$ cat src/rtl/mdu_pkg.sv
// Shared types and constants for the iterative RV32M multiply/divide unit.
package mdu_pkg;

  // funct3 encodings of the M-extension ops
  typedef enum logic [2:0] {
    MD_MUL    = 3'b000,
    MD_MULH   = 3'b001,
    MD_MULHSU = 3'b010,
    MD_MULHU  = 3'b011,
    MD_DIV    = 3'b100,
    MD_DIVU   = 3'b101,
    MD_REM    = 3'b110,
    MD_REMU   = 3'b111
  } md_op_t;

  typedef enum logic [1:0] {
    IDLE = 2'd0,
    CALC = 2'd1,
    DONE = 2'd2
  } mdu_state_t;

  localparam logic [31:0] DIV0_QUOT = 32'hFFFF_FFFF;
  localparam logic [31:0] OVF_QUOT  = 32'h8000_0000;

  // Bit 2 of funct3 separates the divide family from the multiply family
  function automatic logic is_div_op(input md_op_t op);
    return op[2];
  endfunction

endpackage

$ cat src/rtl/mdu_step.sv
// One combinational iteration of the shift-add multiplier or restoring divider.
// Multiply: acc is the upper product half; cur_bit is the multiplier LSB.
//   The 33-bit sum is shifted right: acc_next gets its upper 32 bits and
//   q_bit is the bit that drops into the top of the lower product half.
// Divide: acc is the partial remainder; cur_bit is the next dividend bit.
//   q_bit is the new quotient bit, acc_next the restored/updated remainder.
module mdu_step
  import mdu_pkg::*;
#(
  parameter int XLEN = 32
) (
  input  logic            div_mode,
  input  logic [XLEN-1:0] acc,
  input  logic [XLEN-1:0] opnd,
  input  logic            cur_bit,
  output logic [XLEN-1:0] acc_next,
  output logic            q_bit
);

  logic [XLEN:0] sum;
  logic [XLEN:0] shifted;
  logic [XLEN:0] sub;
  logic          fits;
  logic          unused_sub_msb;

  // Remainder never exceeds the divisor, so the difference MSB is always 0 when kept
  assign unused_sub_msb = sub[XLEN];

  // Single multiply or divide iteration
  always_comb begin
    sum      = cur_bit ? ({1'b0, acc} + {1'b0, opnd}) : {1'b0, acc};
    shifted  = {acc, cur_bit};
    sub      = shifted - {1'b0, opnd};
    fits     = (shifted >= {1'b0, opnd});
    acc_next = sum[XLEN:1];
    q_bit    = sum[0];
    if (div_mode) begin
      q_bit    = fits;
      acc_next = fits ? sub[XLEN-1:0] : shifted[XLEN-1:0];
    end
  end

endmodule

$ cat src/rtl/mdu_sequencer.sv
// Iterative RV32M multiply/divide unit attached to Execute. Works on operand
// magnitudes for 32 cycles while holding the front of the pipe with a stall
// request, then presents the sign-corrected result for one DONE cycle (longer
// if Execute is held by another hazard). Divide-by-zero and signed overflow
// skip the iteration and go straight to DONE with the architectural result.
module mdu_sequencer
  import mdu_pkg::*;
#(
  parameter int XLEN  = 32,
  parameter int CNT_W = 5
) (
  input  logic            clk_i,
  input  logic            reset_i,
  input  logic            start_i,
  input  logic [2:0]      md_op_i,
  input  logic [XLEN-1:0] src_a_i,
  input  logic [XLEN-1:0] src_b_i,
  input  logic            stall_e_i,
  input  logic            flush_e_i,
  output logic            stall_req_o,
  output logic            busy_o,
  output logic [XLEN-1:0] result_o,
  output logic            result_valid_o
);

  mdu_state_t      state, state_nxt;
  logic [CNT_W-1:0] cnt;
  md_op_t          op_q;
  logic            sign_a, sign_b, special;
  logic [XLEN-1:0] mag_b, hi, lo, spec_res;

  md_op_t          op_in;
  logic            start_go;
  logic            in_sa, in_sb, in_b_zero, in_ovf, in_special;
  logic [XLEN-1:0] in_mag_a, in_mag_b, in_spec_res;

  logic            div_mode, step_bit, step_q;
  logic [XLEN-1:0] step_acc;

  logic [2*XLEN-1:0] prod_fix;
  logic [XLEN-1:0]   quot_fix, rem_fix, final_res;

  function automatic logic [XLEN-1:0] cneg(input logic [XLEN-1:0] x, input logic n);
    return n ? -x : x;
  endfunction

  function automatic logic [2*XLEN-1:0] cneg_wide(input logic [2*XLEN-1:0] x, input logic n);
    return n ? -x : x;
  endfunction

  assign op_in    = md_op_t'(md_op_i);
  assign start_go = start_i & ~flush_e_i;

  // Decode the incoming op: signedness, magnitudes and special-case results
  always_comb begin
    in_sa       = src_a_i[XLEN-1] & (op_in == MD_MULH || op_in == MD_MULHSU ||
                                     op_in == MD_DIV  || op_in == MD_REM);
    in_sb       = src_b_i[XLEN-1] & (op_in == MD_MULH || op_in == MD_DIV ||
                                     op_in == MD_REM);
    in_mag_a    = cneg(src_a_i, in_sa);
    in_mag_b    = cneg(src_b_i, in_sb);
    in_b_zero   = (src_b_i == '0);
    in_ovf      = (op_in == MD_DIV || op_in == MD_REM) &&
                  (src_a_i == OVF_QUOT) && (src_b_i == '1);
    in_special  = is_div_op(op_in) & (in_b_zero | in_ovf);
    in_spec_res = md_op_i[1] ? (in_b_zero ? src_a_i : '0)
                             : (in_b_zero ? DIV0_QUOT : OVF_QUOT);
  end

  assign div_mode = is_div_op(op_q);
  assign step_bit = div_mode ? lo[XLEN-1] : lo[0];

  mdu_step #(.XLEN(XLEN)) u_step (
    .div_mode (div_mode),
    .acc      (hi),
    .opnd     (mag_b),
    .cur_bit  (step_bit),
    .acc_next (step_acc),
    .q_bit    (step_q)
  );

  // FSM state register
  always_ff @(posedge clk_i or negedge reset_i) begin
    if (!reset_i) state <= IDLE;
    else          state <= state_nxt;
  end

  // FSM next-state logic; a flush abandons any op in flight
  always_comb begin
    state_nxt = state;
    case (state)
      IDLE: if (start_go) state_nxt = in_special ? DONE : CALC;
      CALC: begin
        if (flush_e_i)       state_nxt = IDLE;
        else if (cnt == '0)  state_nxt = DONE;
      end
      DONE: if (flush_e_i || !stall_e_i) state_nxt = IDLE;
      default: state_nxt = IDLE;
    endcase
  end

  // Datapath: latch operands on start, then one iteration per CALC cycle
  always_ff @(posedge clk_i or negedge reset_i) begin
    if (!reset_i) begin
      cnt      <= '0;
      op_q     <= MD_MUL;
      sign_a   <= 1'b0;
      sign_b   <= 1'b0;
      special  <= 1'b0;
      mag_b    <= '0;
      hi       <= '0;
      lo       <= '0;
      spec_res <= '0;
    end else if (state == IDLE && start_go) begin
      cnt      <= CNT_W'(XLEN - 1);
      op_q     <= op_in;
      sign_a   <= in_sa;
      sign_b   <= in_sb;
      special  <= in_special;
      mag_b    <= in_mag_b;
      hi       <= '0;
      lo       <= in_mag_a;
      spec_res <= in_spec_res;
    end else if (state == CALC && !flush_e_i) begin
      cnt <= cnt - 1'b1;
      hi  <= step_acc;
      lo  <= div_mode ? {lo[XLEN-2:0], step_q} : {step_q, lo[XLEN-1:1]};
    end
  end

  // Sign correction and result selection from the finished magnitudes
  always_comb begin
    prod_fix = cneg_wide({hi, lo}, sign_a ^ sign_b);
    quot_fix = cneg(lo, sign_a ^ sign_b);
    rem_fix  = cneg(hi, sign_a);
    case (op_q)
      MD_MUL:                       final_res = prod_fix[XLEN-1:0];
      MD_MULH, MD_MULHSU, MD_MULHU: final_res = prod_fix[2*XLEN-1:XLEN];
      MD_DIV, MD_DIVU:              final_res = quot_fix;
      default:                      final_res = rem_fix;
    endcase
    if (special) final_res = spec_res;
  end

  // FSM outputs; the result is only ever driven while valid
  always_comb begin
    stall_req_o    = ((state == IDLE) && start_go) || (state == CALC);
    busy_o         = (state != IDLE);
    result_valid_o = (state == DONE) && !flush_e_i;
    result_o       = result_valid_o ? final_res : '0;
  end

endmodule

$ cat config.mk
export PLATFORM = sky130hd
export DESIGN_NAME = mdu_sequencer
export DESIGN_NICKNAME = d
export VERILOG_FILES = /design/src/rtl/mdu_pkg.sv /design/src/rtl/mdu_step.sv /design/src/rtl/mdu_sequencer.sv
export SDC_FILE = /design/constraint.sdc
export NUM_CORES = 1
export LEC_CHECK = 0
export CORE_AREA = 2 2 175 177
export CTS_CLUSTER_SIZE = 28
export DETAILED_ROUTE_END_ITERATION = 10
export DIE_AREA = 0 0 177 179
export PLACE_DENSITY = 0.7
export REMOVE_ABC_BUFFERS = 1
export SLEW_MARGIN = 20
export SYNTH_ARGS = -nofsm -noshare
export SYNTH_HDL_FRONTEND = slang
export SYNTH_SLANG_ARGS = --single-unit
$ cat constraint.sdc
create_clock -name clk_i -period 4.3 [get_ports clk_i]
set_clock_uncertainty 0.15 [all_clocks]
set_input_delay 0.86 -clock clk_i [delete_from_list [all_inputs] [get_ports clk_i]]
set_output_delay 0.86 -clock clk_i [all_outputs]
set_load 0.05 [all_outputs]
==> run summary, run 1 <==
Drt drc - 0
TNS Setup - 0 ns
Final Cycle Share - 0.998
CP Launch Type - flip-flop
Number of global-route vias before repair - 15200
Pre-Repair DR Iteration Count - 5
Final Hold Fails - 0
Fin util - 0.600
Vias - 16200
Synth Area in Adders - 0.0618
Asr flop ratio synth - 1.00
Slew @ Worst Pin - 0.944 ns
Initial core utilization - 0.500
Synthesized area per cell - 7.38 µm²
Io pins - 107
Final setup viols - 0
Non-filler cells, final - 2533
Placed insts - 2484
Synth Area in Compound Gates - 0.295
Hold Path Class - in2async
Drt via density - 6.38
Yosys cell types - 84
Simple-gate portion of the synthesized area - 0.211
Seq. cell area - 3530 µm²
Clock transition at path regs - 0.06 ns
Die height - 179 µm
R2R Path Start - hi[0]
DR iter-0 viols - 1467
CP max FO - 3
Wirelength, routed - 55900 µm
Pins Over Slew Limit - 0
Slew Limit Headroom - 0.371
Top cell type's share of synthesized area - 0.235
CTS H-tree depth - 4
Post-synth EDFFs - 0
Max Root-Sink Buffers - 2
Final nets - 2268
Xor-xnor portion of the synthesized cell area - 0.107
Root Driver - clkbuf_16
Slowest stage cell, crit path - or4b_4
Initial antenna violation count - 1
Unrepaired setup endpoints after global routing - true
Yosys warns - 0
Outcome - finished, final reports clean
CTS tree - done
Mux cell area share after synthesis - 0.0343
IO buf count - 106
Routed WL per cell - 22.1 µm
Final ANT Viol Nets - 0
Site Rows - 64
Cell taking the most area after synthesis - dfrtp_1
HPWL Detailed - 42000 µm
Crit. Startpoint - hi[0]
Area of the multi-input gates - 10900 µm²
Final min period - 4.29 ns
CTS buffer count - 17
Setup crit end kind - output port
Die area - 31700 µm²
Filler cells - 2807
Setup ws final - 0.00710 ns
#FFs+latches synth - 141
Sequential fraction of the synthesis area - 0.235
Fmax achieved - 233 MHz
Data required time of the worst path - 3.29 ns
Pwr dens - 756 nW/µm²
Worst path cell trace - inv_2 > ha_4 > or4b_4 > nor4_4 > buf_4 > nand3_4 > or3_4 > o21a_1 > a221oi_2 > a21oi_2 > o221a_1 > buf_12
Max incr delay on CP - 0.49 ns
Fraction of layout instances using a drive strength above 1 - 0.117
Synthesized instance count - 2037
CP Class - reg2out
Leakage - 0.00739 µW
Clock sink count - 141
Placer Congestion - 0.996
Worst-Skew Late Latency - 0.46 ns
Synth top area cells - dfrtp_1 (23%), o21ai_0 (7.2%), a21oi_1 (6.4%)
Maximum number of pins on one net before global-route repair - 197
Cell Area, Synth - 15000 µm²
Largest family of logic cells by synthesized area - compound AO/OA/AOI/OAI gates
GRT Resource Usage Total - 0.353
Worst slack, placed - 0.0928 ns
Max Cap Viol - 0
Core region area - 30000 µm²
First-pass GRT wire length - 86600 µm
Area Growth Syn to Fin - 19.8%
Max IR drop VDD - 422 µV
Total Power - 13600 µW
Crit path DAT - 3.28 ns
Total grt overflow - 0
Die outline width - 177 µm
Post-synth top flop - dfrtp_1
==> cell usage in the layout, fill, tap and decap left out, types with 22 or more instances in the layout <==
cell type,n
xnor2_1,97
a31oi_1,22
nand3_1,27
mux2i_1,47
dfrtp_1,136
nor3_1,48
or3_1,25
nand2_1,244
ha_1,69
o211ai_1,50
o21ai_0,216
buf_12,34
a21oi_1,183
inv_1,65
a21o_1,25
a211oi_1,23
o31ai_1,28
clkdlybuf4s50_1,71
nor2_1,148
xor2_1,84
buf_4,104
nand4_1,30
==> worst paths after layout <==
check,endpoint,slack (ns),cells past startpoint
worst min register to register,spec_res[1],0.32,2
min in group clk_i,spec_res[1],0.32,2
worst max register to register,hi[29],0.31,12
worst min-delay path,mag_b[28],0.18,1
worst max-delay path,result_o[16],0.007,12
max in group asynchronous,lo[14],2.89,2
==> per-stage QoR <==
step	area (µm²)	hold slack (ns)
4_1_cts	17800	0.178
3_3_place_gp	17100	0.294
2_1_floorplan	14400	0.283
5_1_grt	18000	0.206
6_report	18000	0.176
3_5_place_dp	17100	0.300
==> Yosys cell counts, types with 22 or more instances <==
master	instances
nand3_1	29
clkbuf_1	114
xnor2_1	98
a21oi_1	191
nand4_1	30
nand2_1	245
inv_1	68
or3_1	26
a211oi_1	25
o21ai_0	217
mux2i_1	47
a21o_1	25
nor2_1	155
a31oi_1	22
nor3_1	49
o211ai_1	50
ha_1	71
o31ai_1	31
dfrtp_1	141
xor2_1	85
==> critical path, delay by kind of cell, from the launching register on <==
family | cells | cell delay (ns)
buffers and inverters | 3 | 0.43
AO/OA/AOI/OAI | 4 | 0.84
flip-flops | 1 | 0.39
adder cells (fa/ha/maj) | 1 | 0.13
AND/OR/NAND/NOR | 4 | 1.05
==> cell type report <==
cell class / instances / area share
multi-input combinational: 1682 / 0.606
sequential: 141 / 0.196
timing repair buffer: 212 / 0.122
tap: 396 / 0.0275
clock buffer: 26 / 0.0272
inverter: 69 / 0.0144
clock inverter: 6 / 0.00598
antenna: 1 / 0.000139
==> state kept, by name (all words and copies together), names as in the netlist <==
register / flops
hi: 32
cnt: 5
op_q: 3
mag_b: 32
sign_b: 1
sign_a: 1
spec_res: 32
special: 1
lo: 32
state: 2
==> power breakdown <==
| group | total (µW) | internal, µW | switching, µW |
|---|---|---|---|
| clock | 1590 | 957 | 633 |
| sequential | 2390 | 1720 | 677 |
| combinational | 9630 | 3780 | 5850 |
==> kinds of logic (layout without fill, tap and decap cells) <==
group | after synthesis | after routing
compound gates | 714 | 714
simple gates | 660 | 661
buf+inv | 215 | 313
xor+xnor | 183 | 183
flops | 141 | 141
fa+ha+maj | 73 | 73
mux | 51 | 51
other cells | 0 | 1
==> layer usage <==
metal | track usage | wire, µm
met1 | 0.490 | 25000
met2 | 0.540 | 24700
met3 | 0.0676 | 4260
met4 | 0.141 | 1870
met5 | 0 | 0
==> timing repair <==
| action | CTS | global route |
|---|---|---|
| gates resized for setup | 17 | 35 |
| pin swaps | 10 | 23 |
| cloned | 0 | 1 |
| setup buffers | 7 | 8 |
| hold buffers | 0 | 0 |
| endpoints found under the setup margin | 10 | 20 |
(Power assumes the default switching activity.)
==> run 2, diff against run 1 <==
--- a/config.mk
+++ b/config.mk
@@ -9,7 +9,7 @@
 export CTS_CLUSTER_SIZE = 28
 export DETAILED_ROUTE_END_ITERATION = 10
 export DIE_AREA = 0 0 177 179
-export PLACE_DENSITY = 0.7
+export PLACE_DENSITY = 0.67
 export REMOVE_ABC_BUFFERS = 1
 export SLEW_MARGIN = 20
 export SYNTH_ARGS = -nofsm -noshare
==> constraint.sdc (replaced) <==
create_clock -name clk_i -period 5.5 [get_ports clk_i]
set_clock_uncertainty 0.15 [all_clocks]
set_input_delay 1.1 -clock clk_i [delete_from_list [all_inputs] [get_ports clk_i]]
set_output_delay 1.1 -clock clk_i [all_outputs]
set_load 0.05 [all_outputs]
==> run 2 against run 1 <==
Die area stayed put. Setup slack better by 0.33 ns. Non-clock buffer count down 57. Clock power shrank 22%. Hold slack better by 0.15 ns. Sequential share of layout area is 1.0 points higher. Via count decreased by 1.9%. First-iteration DRC count up 6.4%. Final area shrank 5.0%. Core utilization down 3.0 points. Global-route usage shrank 0.36 points. Critical path type unchanged. Critical endpoint is now result_o[24].
==> run summary, run 2 (synthesis results as in run 1) <==
R2R Path Start - op_q[2]
Unrepaired setup endpoints after global routing - false
Core region area - 30000 µm² (unchanged)
Max Root-Sink Buffers - 2 (unchanged)
Root Driver - clkbuf_16
Final Cycle Share - 0.938
Die area - 31700 µm² (unchanged)
Placer Congestion - 0.973 (-2.3%)
Hold Path Class - reg2reg
DR iter-0 viols - 1561 (+6.4%)
Die outline width - 177 µm (unchanged)
Maximum number of pins on one net before global-route repair - 118 (-40%)
IO buf count - 106 (unchanged)
Cell mode on critical path - nor2_1
Crit. Startpoint - hi[0]
Drt via density - 6.41 (+0.46%)
Pre-Repair DR Iteration Count - 5 (unchanged)
Commonest non-fill, non-tap cells in the layout - nand2_1 (245), o21ai_0 (217), a21oi_1 (191)
Number of global-route vias before repair - 15100 (-0.63%)
Slowest stage cell, crit path - a2111oi_0
CP max FO - 8 (+5)
Post-CTS setup repair buffer count - 0 (-7)
Leakage - 0.00701 µW (-5.1%)
Data required time of the worst path - 4.25 ns (+0.96 ns)
Clock sink count - 141 (unchanged)
CTS resizes - 0 (-17)
Site Rows - 64 (unchanged)
Register-to-Register Path Depth - 12 (unchanged)
Initial core utilization - 0.500 (unchanged)
CTS buffer count - 17 (unchanged)
Final Hold Fails - 0 (unchanged)
Setup crit end kind - output port
GRT Resource Usage Total - 0.350 (-0.00357)
Setup ws final - 0.338 ns (+0.331 ns)
Final min period - 5.16 ns
Worst hold stages - 2
Wirelength, routed - 54500 µm (-2.5%)
Vias - 15800 (-1.9%)
Final setup viols - 0 (unchanged)
Most common cell after layout, fill and taps aside - nand2_1
Final ANT Viol Nets - 0 (unchanged)
Worst slack, placed - 0.878 ns (+0.785 ns)
First-pass GRT wire length - 86300 µm (-0.36%)
Worst path cell trace - inv_1 > ha_1 > or4b_4 > nor4_4 > nand4_1 > nand2_1 > xor2_1 > nor2_1 > a2111oi_0 > nor2_1 > buf_4
CTS H-tree depth - 4 (unchanged)
HPWL Detailed - 40800 µm (-2.9%)
CTS Hold Bufs - 0 (unchanged)
Max Cap Viol - 0 (unchanged)
CTS tree - done
CP Class - reg2out
Initial antenna violation count - 1 (unchanged)
Clock transition at path regs - 0.07 ns (about the same)
Slew Limit Headroom - 0.270 (-0.100)
Io pins - 107 (unchanged)
Terminus of the critical flop-to-flop path - hi[22]
Total grt overflow - 0 (unchanged)
Die height - 179 µm (unchanged)
Crit path to - result_o[24]
Area Growth Syn to Fin - 13.9%
Pwr dens - 589 nW/µm² (-22%)
Slew @ Worst Pin - 1.09 ns (+0.148 ns)
Diode count - 0 (-1)
Area after DPL - 16500 µm² (-3.3%)
Final nets - 2210 (-2.6%)
Pins Over Slew Limit - 0 (unchanged)
Finished Cell Area - 17100 µm² (-5.0%)
Fmax achieved - 194 MHz
Fin util - 0.570 (-0.0297)
Crit path DAT - 3.91 ns (+0.63 ns)
R2R Setup Slk - 1.03 ns (+0.72 ns)
Max incr delay on CP - 0.55 ns (+0.06 ns)
Outcome - finished, final reports clean
CP Launch Type - flip-flop
Fraction of layout instances using a drive strength above 1 - 0.0717 (-0.0448)
Worst-Skew Late Latency - 0.46 ns (about the same)
Max IR drop VDD - 305 µV (-28%)
Routed WL per cell - 22.0 µm (-0.13%)
Drt drc - 0 (unchanged)
Filler cells - 2836 (+1.0%)
run 2: cell types whose count changed in the layout (fill, tap and decap cells not counted), moves of 6 or more:
cell      previous run  this run
buf_4              104        66
buf_12              34        13
a21oi_1            183       191
a21oi_2              9         1
clkbuf_1             6         0
run 2: routing by layer:
metal	global-route usage	vias up	wire length, µm
li1	-	7488	-
met5	0	-	0
met3	0.0564	94	4000
met4	0.111	0	1420
met1	0.496	7669	24900
met2	0.541	590	24200
run 2: power by group:
group / internal [µW] / switching (µW)
Clock: 725 / 511
Sequential: 1340 / 647
Combinational: 2610 / 4260
Total: 4670 / 5410
run 2: critical path, delay by kind of cell, from the launching register on:
kind                     cells  cell delay [ns]
buffers and inverters        2             0.42
flip-flops                   1             0.47
XOR/XNOR                     1             0.16
AND/OR/NAND/NOR              6             1.61
AO/OA/AOI/OAI                1             0.55
adder cells (fa/ha/maj)      1             0.26
run 2: how the worst min path moves through the flow:
stage | slack (ns) | endpoint | start
2_1_floorplan | 0.28 | spec_res[1] | spec_res[1]
3_3_place_gp | 0.31 | spec_res[21] | spec_res[21]
3_5_place_dp | 0.32 | spec_res[1] | spec_res[1]
4_1_cts | 0.33 | spec_res[1] | spec_res[1]
5_1_grt | 0.35 | spec_res[19] | spec_res[19]
6_report | 0.32 | spec_res[1] | spec_res[1]
run 2: stage by stage:
stage | TNS, ns | total power [µW] | std cells | hold WS (ns)
2_1_floorplan | -5.88 | 6610 | 1891 | 0.283
3_3_place_gp | 0 | 8590 | 2442 | 0.307
3_5_place_dp | 0 | 8640 | 2442 | 0.316
4_1_cts | 0 | 9940 | 2473 | 0.331
5_1_grt | 0 | 10800 | 2473 | 0.350
6_report | 0 | 10100 | 2473 | 0.323
run 2: final cells by class:
class	instances	area, µm²	area share
Clock buffer	22	494	0.0289
Multi-Input combinational cell	1681	10700	0.626
Timing Repair Buffer	155	1520	0.0888
Sequential cell	141	3530	0.206
Tap cell	396	495	0.0290
Clock inverter	9	110	0.00643
Inverter	69	259	0.0151
==> run 3, diff against run 2 <==
--- a/config.mk
+++ b/config.mk
@@ -5,10 +5,10 @@
 export SDC_FILE = /design/constraint.sdc
 export NUM_CORES = 1
 export LEC_CHECK = 0
-export CORE_AREA = 2 2 175 177
+export CORE_AREA = 8 8 181 183
 export CTS_CLUSTER_SIZE = 28
 export DETAILED_ROUTE_END_ITERATION = 10
-export DIE_AREA = 0 0 177 179
+export DIE_AREA = 0 0 189 191
 export PLACE_DENSITY = 0.67
 export REMOVE_ABC_BUFFERS = 1
 export SLEW_MARGIN = 20
==> run 3 against run 2 <==
Sequential cell count did not move. Critical path type unchanged. Via count decreased by 0.14%. Hold slack got worse by 0.0076 ns.
==> run summary, run 3 (synthesis results as in run 1) <==
Vias - 15800 (-0.14%)
Max Cap Viol - 0 (unchanged)
Terminus of the critical flop-to-flop path - hi[30]
Clock power frac - 0.125 (+0.002)
Switch share - 0.533 (-0.00438)
Hold Path Class - reg2reg
First-pass GRT wire length - 85500 µm (-0.82%)
Slowest stage cell, crit path - a2111oi_0
Total Power - 10100 µW (about the same)
Post-CTS setup repair buffer count - 0 (unchanged)
Seq. cell area - 3530 µm² (unchanged)
Crit. Startpoint - hi[0]
Drt drc - 0 (unchanged)
Commonest non-fill, non-tap cells in the layout - nand2_1 (245), o21ai_0 (217), a21oi_1 (191)
Final setup viols - 0 (unchanged)
Wirelength, routed - 54200 µm (-0.43%)
Fraction of layout instances using a drive strength above 1 - 0.0749 (+0.00315)
Final nets - 2215 (+0.23%)
Pre-Repair DR Iteration Count - 5 (unchanged)
Leakage - 0.00705 µW (+0.49%)
Max IR drop VDD - 340 µV (+11%)
Setup crit end kind - output port
CP Class - reg2out
Area Growth Syn to Fin - 14.3%
Io pins - 107 (unchanged)
Final min period - 5.14 ns (-0.0203 ns)
Crit path DAT - 3.89 ns (-0.02 ns)
CTS tree - done
Most common cell after layout, fill and taps aside - nand2_1
CTS buffer count - 17 (unchanged)
Fmax achieved - 195 MHz (+0.39%)
Placed insts - 2447 (+0.20%)
Max incr delay on CP - 0.54 ns (about the same)
Area of the multi-input gates - 10700 µm² (about the same)
Setup ws final - 0.359 ns (+0.0203 ns)
Register-to-Register Path Depth - 15 (+3)
Non-filler cells, final - 2479 (+0.24%)
DR iter-0 viols - 1774 (+14%)
Initial antenna violation count - 1 (unchanged)
Data required time of the worst path - 4.25 ns (about the same)
Final ANT Viol Nets - 0 (unchanged)
Seq pwr share - 0.194 (-0.003)
CTS Hold Bufs - 0 (unchanged)
Clock transition at path regs - 0.07 ns (about the same)
Worst slack, placed - 0.563 ns (-0.315 ns)
Pwr dens - 586 nW/µm² (-0.47%)
Die area - 36100 µm² (+14%)
GRT Resource Usage Total - 0.297 (-0.0531)
Final Hold Fails - 0 (unchanged)
Comb pwr share - 0.681 (about the same)
Die outline width - 189 µm (+6.8%)
IO buf count - 106 (unchanged)
Diode count - 0 (unchanged)
Die height - 191 µm (+6.7%)
Worst path cell trace - inv_1 > ha_1 > or4b_4 > nor4_4 > nand4_1 > nand2_1 > xor2_1 > nor2_1 > a2111oi_0 > nor2_1 > buf_4
Fin util - 0.572 (+0.00217)
Clock sink count - 141 (unchanged)
Slew @ Worst Pin - 1.07 ns (-0.0207 ns)
CP Launch Type - flip-flop
CTS resizes - 0 (unchanged)
Routed WL per cell - 21.9 µm (-0.67%)
Hold Startpoint - spec_res[1]
Drt via density - 6.38 (-0.38%)
Slew Limit Headroom - 0.285 (+0.0148)
Filler cells - 2847 (+0.39%)
CTS H-tree depth - 4 (unchanged)
Hold path endpoint - spec_res[1]
Placer Congestion - 1.01 (+4.3%)
TNS Setup - 0 ns (unchanged)
Total grt overflow - 0 (unchanged)
Pint - 4710 µW (+0.85%)
Worst-Skew Late Latency - 0.45 ns (about the same)
Pins Over Slew Limit - 0 (unchanged)
Final Cycle Share - 0.935 (-0.00369)
Number of global-route vias before repair - 14900 (-1.2%)
Site Rows - 64 (unchanged)
Core region area - 30000 µm² (unchanged)
Worst hold stages - 2 (unchanged)
Maximum number of pins on one net before global-route repair - 104 (-12%)
Initial core utilization - 0.500 (unchanged)
Cell mode on critical path - nor2_1
Max Root-Sink Buffers - 2 (unchanged)
Unrepaired setup endpoints after global routing - false
R2R Setup Slk - 1.28 ns (+0.25 ns)
HPWL Detailed - 41000 µm (+0.60%)
R2R Path Start - lo[0]
Outcome - finished, final reports clean
CP max FO - 8 (unchanged)
Switching pwr - 5370 µW (-0.91%)
Root Driver - clkbuf_16
==> run 3: cell count changes in the layout (fill, tap and decap cells not counted), sizes merged <==
| cell | delta |
|---|---|
| bufinv | +1 |
| inv | +2 |
| buf | +5 |
| clkbuf | -3 |
| clkinv | +1 |
==> run 3: worst max-delay path by stage <==
stage | to | slack, ns | depth (start not counted)
4_1_cts | result_o[15] | 0.08 | 10
6_report | result_o[24] | 0.36 | 11
5_1_grt | result_o[24] | 0.14 | 11
2_1_floorplan | stall_req_o | -1.56 | 3
3_5_place_dp | result_o[15] | 0.56 | 10
3_3_place_gp | result_o[15] | 0.63 | 10
==> run 3: final cells by class <==
class,instances,area share
multi-input combinational,1681,0.623
sequential,141,0.205
timing repair buffer,160,0.0918
tap,396,0.0288
clock buffer,19,0.0264
inverter,69,0.0151
clock inverter,13,0.00947
==> run 3: per-layer routing <==
layer  routed length [µm]  GRT usage  share of wire  vias to the layer above
met1                24800      0.418           0.46                     7586
met5                    0          0              0                        -
met2                23600      0.451           0.44                      634
met3                 4230     0.0549          0.078                      111
li1                     -          -              -                     7488
met4                 1550     0.0980          0.029                        0
==> run 3: metrics by stage <==
step	hold WS, ns	cell area [µm²]
2_1_floorplan	0.283	14400
3_3_place_gp	0.306	16600
3_5_place_dp	0.309	16600
4_1_cts	0.324	17200
5_1_grt	0.353	17200
6_report	0.315	17200
==> run 3: worst max-delay path: cells and delay by family, from the launching register on <==
kind,cells,cell delay [ns]
and+or+nand+nor,6,1.59
DFF,1,0.47
adders and majority gates,1,0.25
xor gates and xnor gates,1,0.16
buffers and inverters,2,0.42
AOI/OAI and AO/OA,1,0.54
==> run 3: power by group through the flow <==
stage	Combinational [µW]	Clock (µW)	Sequential, µW
detailed placement	6650	0	1960
global route	7500	1310	2010
CTS	6700	1270	1940
floorplan	4720	0	1890
global placement	6620	0	1950
finish	6860	1260	1950
